$ cat src/rtl/mips_mc_pkg.sv
// Shared types and encodings for the multicycle MIPS control FSM.
// The opcode set listed here is the only one the sequencer accepts.
package mips_mc_pkg;

   typedef enum logic [3:0] {
      ST_FETCH     = 4'd0,
      ST_DECODE    = 4'd1,
      ST_MEM_ADDR  = 4'd2,
      ST_MEM_READ  = 4'd3,
      ST_MEM_WB    = 4'd4,
      ST_MEM_WRITE = 4'd5,
      ST_EXECUTE   = 4'd6,
      ST_R_WB      = 4'd7,
      ST_BRANCH    = 4'd8,
      ST_JUMP      = 4'd9,
      ST_ADDI_EX   = 4'd10,
      ST_ADDI_WB   = 4'd11
   } state_t;

   localparam logic [5:0] OP_RTYPE = 6'h00;
   localparam logic [5:0] OP_J     = 6'h02;
   localparam logic [5:0] OP_BEQ   = 6'h04;
   localparam logic [5:0] OP_ADDI  = 6'h08;
   localparam logic [5:0] OP_LW    = 6'h23;
   localparam logic [5:0] OP_SW    = 6'h2B;

   localparam logic [1:0] ALU_ADD   = 2'b00;
   localparam logic [1:0] ALU_SUB   = 2'b01;
   localparam logic [1:0] ALU_FUNCT = 2'b10;

   localparam logic [1:0] SRCB_B      = 2'b00;
   localparam logic [1:0] SRCB_FOUR   = 2'b01;
   localparam logic [1:0] SRCB_IMM    = 2'b10;
   localparam logic [1:0] SRCB_IMM_SH = 2'b11;

   localparam logic [1:0] PCSRC_ALU    = 2'b00;
   localparam logic [1:0] PCSRC_ALUOUT = 2'b01;
   localparam logic [1:0] PCSRC_JUMP   = 2'b10;

   function automatic logic op_legal(input logic [5:0] op);
      return (op == OP_RTYPE) || (op == OP_J) || (op == OP_BEQ) ||
             (op == OP_ADDI) || (op == OP_LW) || (op == OP_SW);
   endfunction

endpackage

$ cat src/rtl/mips_mc_ctrl_decode.sv
// Control decode: Moore outputs per state, with the IR load and the PC increment
// in FETCH qualified by mem_ready. All outputs are held at 0 while en is low.
module mips_mc_ctrl_decode
   import mips_mc_pkg::*;
(
   input  logic       en,
   input  state_t     state,
   input  logic       mem_ready,
   output logic       pc_write,
   output logic       pc_write_cond,
   output logic [1:0] pc_source,
   output logic       i_or_d,
   output logic       mem_read,
   output logic       mem_write,
   output logic       ir_write,
   output logic       ab_write,
   output logic       alu_src_a,
   output logic [1:0] alu_src_b,
   output logic [1:0] alu_op,
   output logic       reg_dst,
   output logic       mem_to_reg,
   output logic       reg_write
);

   always_comb begin
      pc_write      = 1'b0;
      pc_write_cond = 1'b0;
      pc_source     = PCSRC_ALU;
      i_or_d        = 1'b0;
      mem_read      = 1'b0;
      mem_write     = 1'b0;
      ir_write      = 1'b0;
      ab_write      = 1'b0;
      alu_src_a     = 1'b0;
      alu_src_b     = SRCB_B;
      alu_op        = ALU_ADD;
      reg_dst       = 1'b0;
      mem_to_reg    = 1'b0;
      reg_write     = 1'b0;

      if (en) begin
         case (state)
            ST_FETCH: begin
               mem_read  = 1'b1;
               alu_src_b = SRCB_FOUR;
               ir_write  = mem_ready;
               pc_write  = mem_ready;
            end
            ST_DECODE: begin
               alu_src_b = SRCB_IMM_SH;
               ab_write  = 1'b1;
            end
            ST_MEM_ADDR, ST_ADDI_EX: begin
               alu_src_a = 1'b1;
               alu_src_b = SRCB_IMM;
            end
            ST_MEM_READ: begin
               mem_read = 1'b1;
               i_or_d   = 1'b1;
            end
            ST_MEM_WB: begin
               reg_write  = 1'b1;
               mem_to_reg = 1'b1;
            end
            ST_MEM_WRITE: begin
               mem_write = 1'b1;
               i_or_d    = 1'b1;
            end
            ST_EXECUTE: begin
               alu_src_a = 1'b1;
               alu_op    = ALU_FUNCT;
            end
            ST_R_WB: begin
               reg_write = 1'b1;
               reg_dst   = 1'b1;
            end
            ST_BRANCH: begin
               alu_src_a     = 1'b1;
               alu_op        = ALU_SUB;
               pc_write_cond = 1'b1;
               pc_source     = PCSRC_ALUOUT;
            end
            ST_JUMP: begin
               pc_write  = 1'b1;
               pc_source = PCSRC_JUMP;
            end
            ST_ADDI_WB: begin
               reg_write = 1'b1;
            end
            default: ;
         endcase
      end
   end

endmodule

$ cat src/rtl/mips_mc_control.sv
// Multicycle MIPS control: state register, next-state logic, illegal-opcode
// flag and retired-instruction counter around the control decode.
//
//  state        | meaning
//  -------------+------------------------------------------------
//  ST_FETCH     | read instruction at PC, PC+4 on mem_ready
//  ST_DECODE    | latch A/B, precompute branch target, dispatch
//  ST_MEM_ADDR  | ALUOut = A + sign-ext imm (lw/sw)
//  ST_MEM_READ  | read data memory at ALUOut, wait mem_ready
//  ST_MEM_WB    | write MDR to rt
//  ST_MEM_WRITE | write B to memory at ALUOut, wait mem_ready
//  ST_EXECUTE   | R-type ALU operation
//  ST_R_WB      | write ALUOut to rd
//  ST_BRANCH    | compare A/B, load PC with target if zero
//  ST_JUMP      | load PC with jump target
//  ST_ADDI_EX   | ALUOut = A + sign-ext imm
//  ST_ADDI_WB   | write ALUOut to rt
module mips_mc_control
   import mips_mc_pkg::*;
#(
   parameter int unsigned RETIRE_CNT_W = 32
) (
   input  logic                    clk,
   input  logic                    rst_n,
   input  logic [5:0]              opcode,
   input  logic                    mem_ready,
   output logic                    pc_write,
   output logic                    pc_write_cond,
   output logic [1:0]              pc_source,
   output logic                    i_or_d,
   output logic                    mem_read,
   output logic                    mem_write,
   output logic                    ir_write,
   output logic                    ab_write,
   output logic                    alu_src_a,
   output logic [1:0]              alu_src_b,
   output logic [1:0]              alu_op,
   output logic                    reg_dst,
   output logic                    mem_to_reg,
   output logic                    reg_write,
   output logic                    illegal_op,
   output logic [RETIRE_CNT_W-1:0] retired
);

   state_t state;
   state_t state_nxt;
   logic   retire_evt;

   always_ff @(posedge clk or negedge rst_n) begin
      if (!rst_n) state <= ST_FETCH;
      else        state <= state_nxt;
   end

   always_comb begin
      state_nxt = state;
      case (state)
         ST_FETCH:     if (mem_ready) state_nxt = ST_DECODE;
         ST_DECODE: begin
            case (opcode)
               OP_RTYPE:     state_nxt = ST_EXECUTE;
               OP_LW, OP_SW: state_nxt = ST_MEM_ADDR;
               OP_BEQ:       state_nxt = ST_BRANCH;
               OP_J:         state_nxt = ST_JUMP;
               OP_ADDI:      state_nxt = ST_ADDI_EX;
               default:      state_nxt = ST_FETCH;
            endcase
         end
         ST_MEM_ADDR:  state_nxt = (opcode == OP_SW) ? ST_MEM_WRITE : ST_MEM_READ;
         ST_MEM_READ:  if (mem_ready) state_nxt = ST_MEM_WB;
         ST_MEM_WRITE: if (mem_ready) state_nxt = ST_FETCH;
         ST_EXECUTE:   state_nxt = ST_R_WB;
         ST_ADDI_EX:   state_nxt = ST_ADDI_WB;
         ST_MEM_WB, ST_R_WB, ST_BRANCH, ST_JUMP, ST_ADDI_WB:
                       state_nxt = ST_FETCH;
         default:      state_nxt = ST_FETCH;
      endcase
   end

   // Illegal-opcode returns to FETCH are deliberately not counted here.
   always_comb begin
      retire_evt = 1'b0;
      case (state)
         ST_MEM_WB, ST_R_WB, ST_BRANCH, ST_JUMP, ST_ADDI_WB: retire_evt = 1'b1;
         ST_MEM_WRITE: retire_evt = mem_ready;
         default:      retire_evt = 1'b0;
      endcase
   end

   always_ff @(posedge clk or negedge rst_n) begin
      if (!rst_n)          retired <= '0;
      else if (retire_evt) retired <= retired + RETIRE_CNT_W'(1);
   end

   assign illegal_op = rst_n && (state == ST_DECODE) && !op_legal(opcode);

   mips_mc_ctrl_decode u_decode (
      .en            (rst_n),
      .state         (state),
      .mem_ready     (mem_ready),
      .pc_write      (pc_write),
      .pc_write_cond (pc_write_cond),
      .pc_source     (pc_source),
      .i_or_d        (i_or_d),
      .mem_read      (mem_read),
      .mem_write     (mem_write),
      .ir_write      (ir_write),
      .ab_write      (ab_write),
      .alu_src_a     (alu_src_a),
      .alu_src_b     (alu_src_b),
      .alu_op        (alu_op),
      .reg_dst       (reg_dst),
      .mem_to_reg    (mem_to_reg),
      .reg_write     (reg_write)
   );

endmodule

$ cat config.mk
export PLATFORM = sky130hd
export DESIGN_NAME = mips_mc_control
export DESIGN_NICKNAME = d
export VERILOG_FILES = /design/src/rtl/mips_mc_pkg.sv /design/src/rtl/mips_mc_ctrl_decode.sv /design/src/rtl/mips_mc_control.sv
export SDC_FILE = /design/constraint.sdc
export NUM_CORES = 1
export LEC_CHECK = 0
export ABC_AREA = 1
export CORE_MARGIN = 3
export CORE_UTILIZATION = 46
export DETAILED_ROUTE_END_ITERATION = 7
export PLACE_DENSITY = 0.84
export SYNTH_ARGS = -nofsm -noshare
export SYNTH_HDL_FRONTEND = slang
export SYNTH_SLANG_ARGS = --single-unit
$ cat constraint.sdc
create_clock -name clk -period 1.35 [get_ports clk]
set_input_delay 0.27 -clock clk [delete_from_list [all_inputs] [get_ports clk]]
set_output_delay 0.27 -clock clk [all_outputs]
set_load 0.1 [all_outputs]
==> key figures, run 1 <==
Status
  – Status: stopped before the end
  – Exit stage: clock tree synthesis (4_1_cts)
  – Err: [ERROR DPL-0038] Utilization greater than 100%, impossible to legalize

Clocking
  – Clk buf depth: 2
  – CTS buffer count: 5
  – Clock Tree Root: clkbuf_8
  – CTS Sinks: 36
  – Setup Buffers After CTS: 31
  – H-tree levels: 2
  – # resized after CTS: 96
  – Hold-fix buffers, CTS: 0

Logic synthesis
  – Cell count after synthesis: around 430
  – Yosys reg bits: 36
  – Synth unique cells: 25
  – Syn Std Cell Area: about 2600 um^2
  – Yosys top cell by area: dfrtp_1
  – Synthesized area per cell: around 6.0 um^2
  – Leading post-synthesis cells by cell area: dfrtp_1, nand2_1, nor2_1
  – Top-area cell type share of the netlist area: 34.7%
  – Synthesized Nets: between 400 and 500
  – Sequential share of the synthesized area: between 30% and 40%
  – Synth warnings: 0

Floorplan
  – Die X: 81.1 um
  – I/O pin count: 59
  – Chip Height: 81.1 um
  – Rows: 26
  – Initial core utilization: 49.2%

Place
  – Post-DP HPWL: between 8000 and 9000 um
  – Placed inst area: about 4800 um^2
  – Placed insts: 619
  – GPL Wtd Cong: ~0.93
  – Port bufs: slightly below 60
==> cells by family after synthesis <==
logic type                 synth area share, %
AOI/OAI and AO/OA                         4.54
xor gates and xnor gates                  2.36
adders and majority gates                0.483
buffers and inverters                     8.88
DFF                                       34.7
and+or+nand+nor                           49.0
==> Yosys cell counts, drive strengths merged <==
library cell,count
inv,46
xor2,7
nor2,79
and2,2
nand4,2
a21oi,10
o21ai,10
dfrtp,36
nand2,190
clkbuf,1
o22ai,1
nand3b,6
buf,6
ha,1
nor3,9
nand3,22
o211ai,1
==> per-stage QoR <==
step	setup WS (ns)	utilization, %
3_3_place_gp	-0.392	90.3
3_5_place_dp	-0.433	90.3
2_1_floorplan	-1.09	-
==> inputs of run 2 (changes only) <==
Settings changed: CORE_UTILIZATION 46 to 35, PLACE_DENSITY 0.84 to default, PLACE_DENSITY_LB_ADDON from default to 0.15.
Clock period 1.35 ns to 1.76 ns, I/O delays scaled along.
==> key figures, run 2 <==
Status
  – Status: complete, but fails checks
  – Failing checks: setup timing

Timing
  – Final Cycle Share: 111%
  – Max Freq: 512 MHz
  – Pins over their slew limit: 0
  – Least-Margin Pin Slew: ~0.48 ns
  – Slew margin rel.: approximately 68%
  – Minimum clock period: 1.95 ns
  – Worst setup slack after layout: -0.194 ns
  – Layout Skew: 0.00623 ns
  – Hold Fails Final Rpt: 0
  – # setup viols final: 16
  – RSZ-0062 raised after global routing: true

Logic synthesis
  – Yosys reg bits: 36
  – Leading post-synthesis cells by cell area: dfrtp_1, nand2_1, nor2_1
  – Cell count after synthesis: between 400 and 500
  – Synthesized Nets: about 440
  – Synth warnings: 0
  – Syn Std Cell Area: between 2000 and 3000 um^2
  – Asr flop ratio synth: 100%
  – Sequential share of the synthesized area: a little over a third
  – Synth unique cells: 25
  – Most numerous cell in the Yosys netlist: nand2_1
  – Number of synthesized flops with an enable pin: 0
  – Primary FF master, synth: dfrtp_1
  – Commonest cells in the netlist: nand2_1, nor2_1, inv_1
  – Yosys top cell by area: dfrtp_1
  – Synthesized area per cell: 6.04 um^2
  – Top-area cell type share of the netlist area: between 30% and 40%

Floorplan
  – I/O pin count: 59
  – Rows: 30
  – Chip Height: about 92 um
  – Initial core utilization: between 30 and 40%
  – Placeable core region: 6980 um^2
  – Die X: just over 90 um
  – Full die area: ~8500 um^2

Drt
  – Routed Antenna Nets: 0
  – Vias after detailed routing: ~3k
  – Drt total wl: ~8200 um
  – Initial DRC count: between 200 and 250
  – Post-DR vias/cell: 4.88
  – Post-route DRC: 0
  – Pre-antenna DRT Iters: 4
  – Wire length per cell: about 13 um

Clocking
  – Clock Tree Root: clkbuf_8
  – Clk buf depth: 2
  – TritonCTS clock tree: done
  – Clk slew on worst S/H paths: 0.07 ns
  – Clock Latency Late Sink: 0.30 ns
  – CTS Sinks: 36
  – H-tree levels: 2
  – Hold-fix buffers, CTS: 0
  – CTS buffer count: 5

GRT
  – Vias in the first global route: slightly below 3k
  – Initial antenna violation count: 0
  – GR Util All Layers: between 20% and 30%
  – Grt ovf: 0
  – First-pass GRT wire length: between 10,000 and 15,000 um
  – Largest net degree at the start of global routing: 37

Finish
  – Most flops, register: retired
  – Number of inserted diodes: 0
  – Commonest non-fill, non-tap cell in the layout: nand2_1
  – Most frequent cells in the layout: nand2_1, nor2_1, buf_12, inv_1, dfrtp_2
  – Fin util: between 60% and 70%
  – Layout cells sized above 1: a little over a third
  – Largest register FFs: 32
  – Synthesis-to-finish area growth: 74.2%
  – Final #Nets: roughly 530
  – Number of fill cells: roughly 600
  – Top flop regs: retired (32), state (4)

Run
  – Number of max-cap violations: 0

Worst hold path
  – Worst min-delay path category: input port to async pin

Power
  – Sw Pwr: approximately 2.0 mW
  – PD cells: roughly 940 nW/um^2
  – Leakage dissipation: 1.96 nW
  – Sequential Power Share: about a quarter
  – Final Total Pwr: between 4 and 5 mW
  – Switching Fraction: roughly 46%
  – Internal power: ~2.3 mW
  – Comb pwr share: a little under three fifths
  – Maximum VDD drop: approximately 0.72 mV
  – Clk pwr share: a little under a fifth

Worst setup path
  – Crit path DAT: around 1.6 ns
  – Crit Path Max Fanout: 5
  – Required @ worst endpoint: about 1.4 ns
  – CP Launch Type: flop
  – Critical Path Sink Type: output pin
  – Kind of critical path: flop to output pin

Place
  – Post-DP HPWL: 5900 um
  – Port bufs: 58
  – GPL Wtd Cong: approximately 0.93
run 2: cell counts after synthesis:
Identical to the previous run, type by type.
run 2: power groups by stage:
stage | clock, mW | combinational, mW | sequential (mW)
final | 0.812 | 2.44 | 1.01
after CTS | 0.829 | 2.23 | 0.999
after global placement | 0 | 2.02 | 1.00
after global routing | 0.863 | 2.56 | 1.02
after floorplan | 0 | 1.16 | 1.15
after detailed placement | 0 | 2.04 | 1.00
run 2: path summary, 6_finish.rpt:
check / start / to / slack [ns] / cells past startpoint
hold reg to reg: retired[17] / retired[17] / 0.57 / 2
setup reg to reg: state[3] / retired[4] / 0.07 / 10
min in group clk: retired[17] / retired[17] / 0.57 / 2
hold / removal: rst_n / retired[1] / 0.12 / 2
setup / recovery: state[3] / illegal_op / -0.19 / 6
max in group asynchronous: rst_n / state[0] / 1.26 / 2
run 2: area by class of cell:
class	count	area, um^2	area share [%]
clock buffers	7	96.3	2.13
well taps	96	120	2.66
multi-input cells	340	1770	39.2
inverters	46	178	3.93
repair buffers	94	1380	30.5
flip-flops and latches	36	946	20.9
clock inverters	1	30.0	0.665
run 2: layer usage:
metal | global-route usage (%) | routed length, um | vias up
li1 | - | - | 1509
met1 | 26.6 | 3480 | 1420
met5 | 0 | 0 | -
met3 | 3.61 | 545 | 11
met2 | 33.7 | 4000 | 85
met4 | 7.43 | 162 | 0
run 2: logic make-up after synthesis:
logic type               count (synthesis)  synth area share [%]
AND/OR/NAND/NOR                        310                  49.0
buffers and inverters                   53                  8.88
flip-flops                              36                  34.7
AO/OA/AOI/OAI                           22                  4.54
XOR/XNOR                                 7                  2.36
adder cells (fa/ha/maj)                  1                 0.483
run 2: per-stage QoR:
stage               cells  area [um^2]  setup TNS [ns]  setup slack (ns)  hold slack, ns
floorplan             429         2800           -2.90            -0.782          0.0564
global placement      598         4100          -0.257            -0.157           0.442
detailed placement    598         4100          -0.401            -0.203           0.458
CTS                   616         4380           -1.30            -0.155           0.139
global route          620         4520           -2.81            -0.251           0.171
finish                620         4520           -1.81            -0.194           0.117
run 2: critical path, cell delays in order (launching register included):
cell	delay (ns)
dfrtp_2	0.43
nor2_4	0.19
nand2_2	0.12
nor2_4	0.14
nand2_2	0.08
nor3_4	0.15
buf_12	0.20
run 2: repair_timing:
item	CTS	global route
pin swaps	20	14
setup endpoints to repair	17	40
cloned	0	0
resized for setup	29	25
setup buffers	11	5
No activity file was read; power rests on OpenSTA's default activity.
==> inputs of run 3 (changes only) <==
Settings changed: CELL_PAD_IN_SITES_DETAIL_PLACEMENT from default to 1, CELL_PAD_IN_SITES_GLOBAL_PLACEMENT from default to 2, CORE_UTILIZATION 35 to 26.
==> key figures, run 3 (same netlist as run 2, synthesis figures left out) <==
GRT
  – GR Util All Layers: approximately 18%
  – Grt ovf: 0
  – Initial antenna violation count: 0
  – First-pass GRT wire length: ~16,000 um
  – Vias in the first global route: ~3.2k
  – Largest net degree at the start of global routing: 37

Power
  – Sequential Power Share: around 22%
  – Maximum VDD drop: approximately 0.94 mV
  – Sw Pwr: 2.15 mW
  – Clk pwr share: 13.7%
  – PD cells: just over 900 nW/um^2
  – Comb pwr share: about 65%
  – Leakage dissipation: around 2.1 nW
  – Switching Fraction: 47.8%
  – Internal power: 2.34 mW

Worst setup path
  – CP Launch Type: flop
  – Crit-path max cell delay: ~0.46 ns
  – Crit Path Max Fanout: 4
  – Worst Setup SP: state[2]
  – Required @ worst endpoint: 1.41 ns
  – Crit path DAT: approximately 1.6 ns
  – Critical Path Sink Type: output pin
  – Worst-path cell chain: inv_2 -> nor2_4 -> buf_6 -> nand2_4 -> a21oi_4 -> buf_12
  – Reg-to-reg startpoint: state[2]
  – Crit path max-delay cell type: dfrtp_1
  – Kind of critical path: flop to output pin

Drt
  – Initial DRC count: 64
  – Routed Antenna Nets: 0
  – Drt total wl: ~11,000 um
  – Vias after detailed routing: ~3.1k
  – Pre-antenna DRT Iters: 4
  – Post-route DRC: 0
  – Post-DR vias/cell: approximately 4.7
  – Wire length per cell: 16.2 um

Clocking
  – Clk buf depth: 2
  – TritonCTS clock tree: done
  – Clock Latency Late Sink: approximately 0.29 ns
  – H-tree levels: 2
  – Clock Tree Root: clkbuf_8
  – CTS buffer count: 5
  – Clk slew on worst S/H paths: about 0.080 ns
  – CTS Sinks: 36

Timing
  – Least-Margin Pin Slew: roughly 0.53 ns
  – Final Cycle Share: 112%
  – Pins over their slew limit: 0
  – RSZ-0062 raised after global routing: true
  – Layout Skew: 0.00815 ns
  – Minimum clock period: around 2 ns
  – Worst hold slack: roughly 0.14 ns
  – Worst setup slack after layout: -0.208 ns
  – # setup viols final: 25
  – Hold Fails Final Rpt: 0
  – Max Freq: between 500 and 600 MHz
  – Slew margin rel.: about two thirds

Finish
  – Non-Filler Instances: ~670
  – Most frequent cells in the layout: nand2_1, nor2_1, buf_12, inv_1
  – Synthesis-to-finish area growth: 88.4%
  – Number of fill cells: between 1k and 1.5k
  – Largest register FFs: 32
  – Top flop regs: retired (32), state (4)
  – Final #Nets: roughly 550
  – Most flops, register: retired
  – Commonest non-fill, non-tap cell in the layout: nand2_1
  – Fin util: around half
  – Post-route cell area: 4880 um^2
  – Layout cells sized above 1: ~40%
  – Number of inserted diodes: 0

Floorplan
  – Placeable core region: 9460 um^2
  – Rows: 35
  – I/O pin count: 59
  – Chip Height: approximately 110 um
  – Initial core utilization: a little over a quarter
  – Full die area: 11,200 um^2
  – Die X: about 110 um

Place
  – Placed inst area: about 4200 um^2
  – GPL Wtd Cong: approximately 0.84
  – Placed insts: between 600 and 700
  – Post-DP HPWL: 7380 um
  – Port bufs: 58
  – Pre-CTS WS: -0.263 ns

Status
  – Status: complete, but fails checks
  – Failing checks: setup timing

Worst hold path
  – Worst min-delay path category: input port to async pin

Run
  – Number of max-cap violations: 0
[run 3: changes by cell type in the layout (fill, tap and decap cells not counted), sizes merged]
| cell | previous run | this run |
|---|---|---|
| buf | 87 | 97 |
| dlygate4sd2 | 6 | 5 |
| bufinv | 1 | 0 |
| clkinv | 0 | 1 |
| clkdlybuf4s50 | 1 | 2 |
| clkbuf | 7 | 12 |
[run 3: final cells by class]
| type | count | area (um^2) | area share [%] |
|---|---|---|---|
| clock inverter | 1 | 5.00 | 0.102 |
| inverter | 46 | 178 | 3.64 |
| timing repair buffer | 109 | 1660 | 33.9 |
| tap | 129 | 161 | 3.30 |
| sequential | 36 | 945 | 19.3 |
| multi-input combinational | 340 | 1860 | 38.1 |
| clock buffer | 7 | 76.3 | 1.56 |
[run 3: final timing paths]
check,slack [ns],cells past startpoint,to
worst max-delay path,-0.21,6,i_or_d
worst min-delay path,0.14,2,retired[4]
worst max register to register,-0.07,12,retired[2]
worst min register to register,0.57,2,retired[25]
max in group asynchronous,1.22,2,retired[14]
min in group clk,0.57,2,retired[25]
[run 3: per-layer routing]
layer  global-route usage (%)  vias to the layer above  wire (um)
met2                     31.8                       44       5610
met5                        0                        -          0
met4                     3.15                        0         57
met1                     24.2                     1534       4910
li1                         -                     1538          -
met3                     2.69                        6        267
[run 3: per-stage QoR]
step / setup TNS, ns / power (mW)
final: -2.77 / 4.50
after global routing: -4.86 / 4.68
after CTS: -1.58 / 4.10
after detailed placement: -0.460 / 3.17
after global placement: -0.237 / 3.14
after floorplan: -2.90 / 2.31
[run 3: worst max-delay path: cells and delay by family, from the launching register on]
family / cells / cell delay [ns]
simple gates: 2 / 0.25
buf+inv: 3 / 0.44
compound gates: 1 / 0.17
flops: 1 / 0.46
[run 3: what timing repair did]
action	4_1_cts	5_1_grt
hold buffers	0	0
setup endpoints to repair	17	34
pin swaps	25	17
gates cloned	0	6
buffers inserted	14	9
gates resized for setup	45	39
[run 3: power groups by stage]
stage,combinational (mW),clock (mW),sequential [mW]
after floorplan,1.16,0,1.15
after global placement,2.16,0,0.974
after detailed placement,2.19,0,0.978
after CTS,2.51,0.623,0.969
after global routing,3.04,0.655,0.985
final,2.91,0.614,0.976
==> inputs of run 4 (changes only) <==
Settings changed: CTS_BUF_LIST from default to sky130_fd_sc_hd__clkbuf_16.
==> key figures, run 4 (same netlist as run 2, synthesis figures left out) <==
Status
  – Status: complete, but fails checks
  – Failing checks: setup timing

Place
  – GPL Wtd Cong: between 0.8 and 0.9
  – Placed insts: 634
  – Placed inst area: between 4000 and 5000 um^2
  – Post-DP HPWL: around 7400 um
  – Pre-CTS WS: -0.263 ns
  – Port bufs: a little under 60

Power
  – Maximum VDD drop: between 0.9 and 1 mV
  – Final Total Pwr: 4.68 mW
  – PD cells: around 960 nW/um^2
  – Leakage dissipation: 2.15 nW

Finish
  – Most frequent cells in the layout: nand2_1, buf_12, nor2_1, inv_1, buf_4
  – Layout cells sized above 1: between 30% and 40%
  – Final #Nets: ~550
  – Most flops, register: retired
  – Non-Filler Instances: 672
  – Commonest non-fill, non-tap cell in the layout: nand2_1
  – Largest register FFs: 32
  – Fin util: about half
  – Number of inserted diodes: 0
  – Top flop regs: retired (32), state (4)
  – Post-route cell area: about 4900 um^2
  – Synthesis-to-finish area growth: 88.8%

Run
  – Number of max-cap violations: 0

Drt
  – Initial DRC count: 96
  – WL met1: around 4700 um
  – Vias after detailed routing: roughly 3.1k
  – DR top layer: met4
  – Routed Antenna Nets: 0
  – WL met3: between 300 and 400 um
  – Post-route DRC: 0
  – Drt total wl: approximately 10,000 um
  – Post-DR vias/cell: 4.63
  – Wire length per cell: about 16 um
  – Pre-antenna DRT Iters: 4
  – Met2 wire len: ~5400 um

Worst setup path
  – Reg-to-reg setup timing slack: ~0.020 ns
  – Reg2Reg Depth: 12
  – CP Launch Type: flop
  – Critical Path Sink Type: output pin
  – Crit path DAT: 1.61 ns
  – Crit Path Max Fanout: 4
  – Reg-to-reg startpoint: state[2]
  – Worst R2R End: retired[21]
  – Required @ worst endpoint: ~1.4 ns
  – Kind of critical path: flop to output pin

Timing
  – # setup viols final: 17
  – Pins over their slew limit: 0
  – Final Cycle Share: 112%
  – RSZ-0062 raised after global routing: true
  – Max Freq: 509 MHz
  – Minimum clock period: about 2.0 ns
  – Least-Margin Pin Slew: between 0.5 and 0.6 ns
  – Hold Fails Final Rpt: 0
  – Slew margin rel.: 65.5%
  – Layout Skew: between 0.004 and 0.005 ns
  – Worst setup slack after layout: -0.205 ns

Clocking
  – Clk slew on worst S/H paths: ~0.06 ns
  – Clk buf depth: 2
  – Clock Latency Late Sink: around 0.28 ns
  – Hold-fix buffers, CTS: 0
  – Clock Tree Root: clkbuf_16
  – H-tree levels: 2
  – TritonCTS clock tree: done
  – CTS Sinks: 36
  – CTS buffer count: 5

Worst hold path
  – Worst min-delay path category: input port to async pin

GRT
  – Largest net degree at the start of global routing: 37
  – Grt ovf: 0
  – GR Util All Layers: 18.4%
  – Initial antenna violation count: 0
  – Vias in the first global route: between 3k and 4k
  – First-pass GRT wire length: around 17,000 um

Floorplan
  – Die X: 106 um
  – Rows: 35
  – Chip Height: between 100 and 150 um
  – Full die area: 11,200 um^2
  – I/O pin count: 59
  – Initial core utilization: between 20 and 30%
  – Placeable core region: roughly 9500 um^2
==> run 4: cell count changes in the layout (fill, tap and decap cells not counted), sizes merged <==
cell and change:
dlygate4sd2 +1, clkdlybuf4s50 -1, buf +6, inv +2, clkbuf -4
==> run 4: worst max-delay path by stage <==
stage / cells after the start / startpoint / end
floorplan: 5 / state[1] / illegal_op
global placement: 7 / opcode[2] / illegal_op
detailed placement: 7 / opcode[2] / illegal_op
CTS: 6 / state[3] / illegal_op
global route: 6 / state[3] / illegal_op
finish: 6 / state[3] / illegal_op
==> run 4: repair_timing <==
item                                    CTS  global route
gates cloned                              0             3
pin swaps                                24            21
endpoints found under the setup margin   17            34
gates resized for setup                  46            24
buffers inserted                         14            16
==> run 4: worst max-delay path: stages, from the launching register on <==
cell and delay [ns]:
dfrtp_2 0.46, nor2_4 0.18, nand2_2 0.11, nor2_4 0.12
nand2_2 0.08, nor3_4 0.17, buf_12 0.20
==> run 4: through the flow <==
step | hold WS, ns | TNS, ns
final | 0.149 | -2.01
after global routing | 0.203 | -3.56
after detailed placement | 0.481 | -0.460
after global placement | 0.461 | -0.237
after CTS | 0.182 | -1.33
after floorplan | 0.0564 | -2.90
==> run 4: layout make-up <==
class	instances	area, um^2
fill	1147	4570
sequential	36	945
tap	129	161
clock inverter	3	12.5
multi-input combinational	340	1800
timing repair buffer	113	1660
clock buffer	5	125
inverter	46	183
==> run 4: metal layers <==
metal	track usage, %	vias up
li1	-	1545
met1	24.2	1506
met3	2.51	11
met5	0	-
met4	3.70	0
met2	32.2	47
==> run 4: report_power, final <==
part	switching [mW]	total (mW)	internal, mW
registers	0.0759	0.973	0.897
clock network	0.366	0.879	0.513
logic	1.69	2.83	1.14
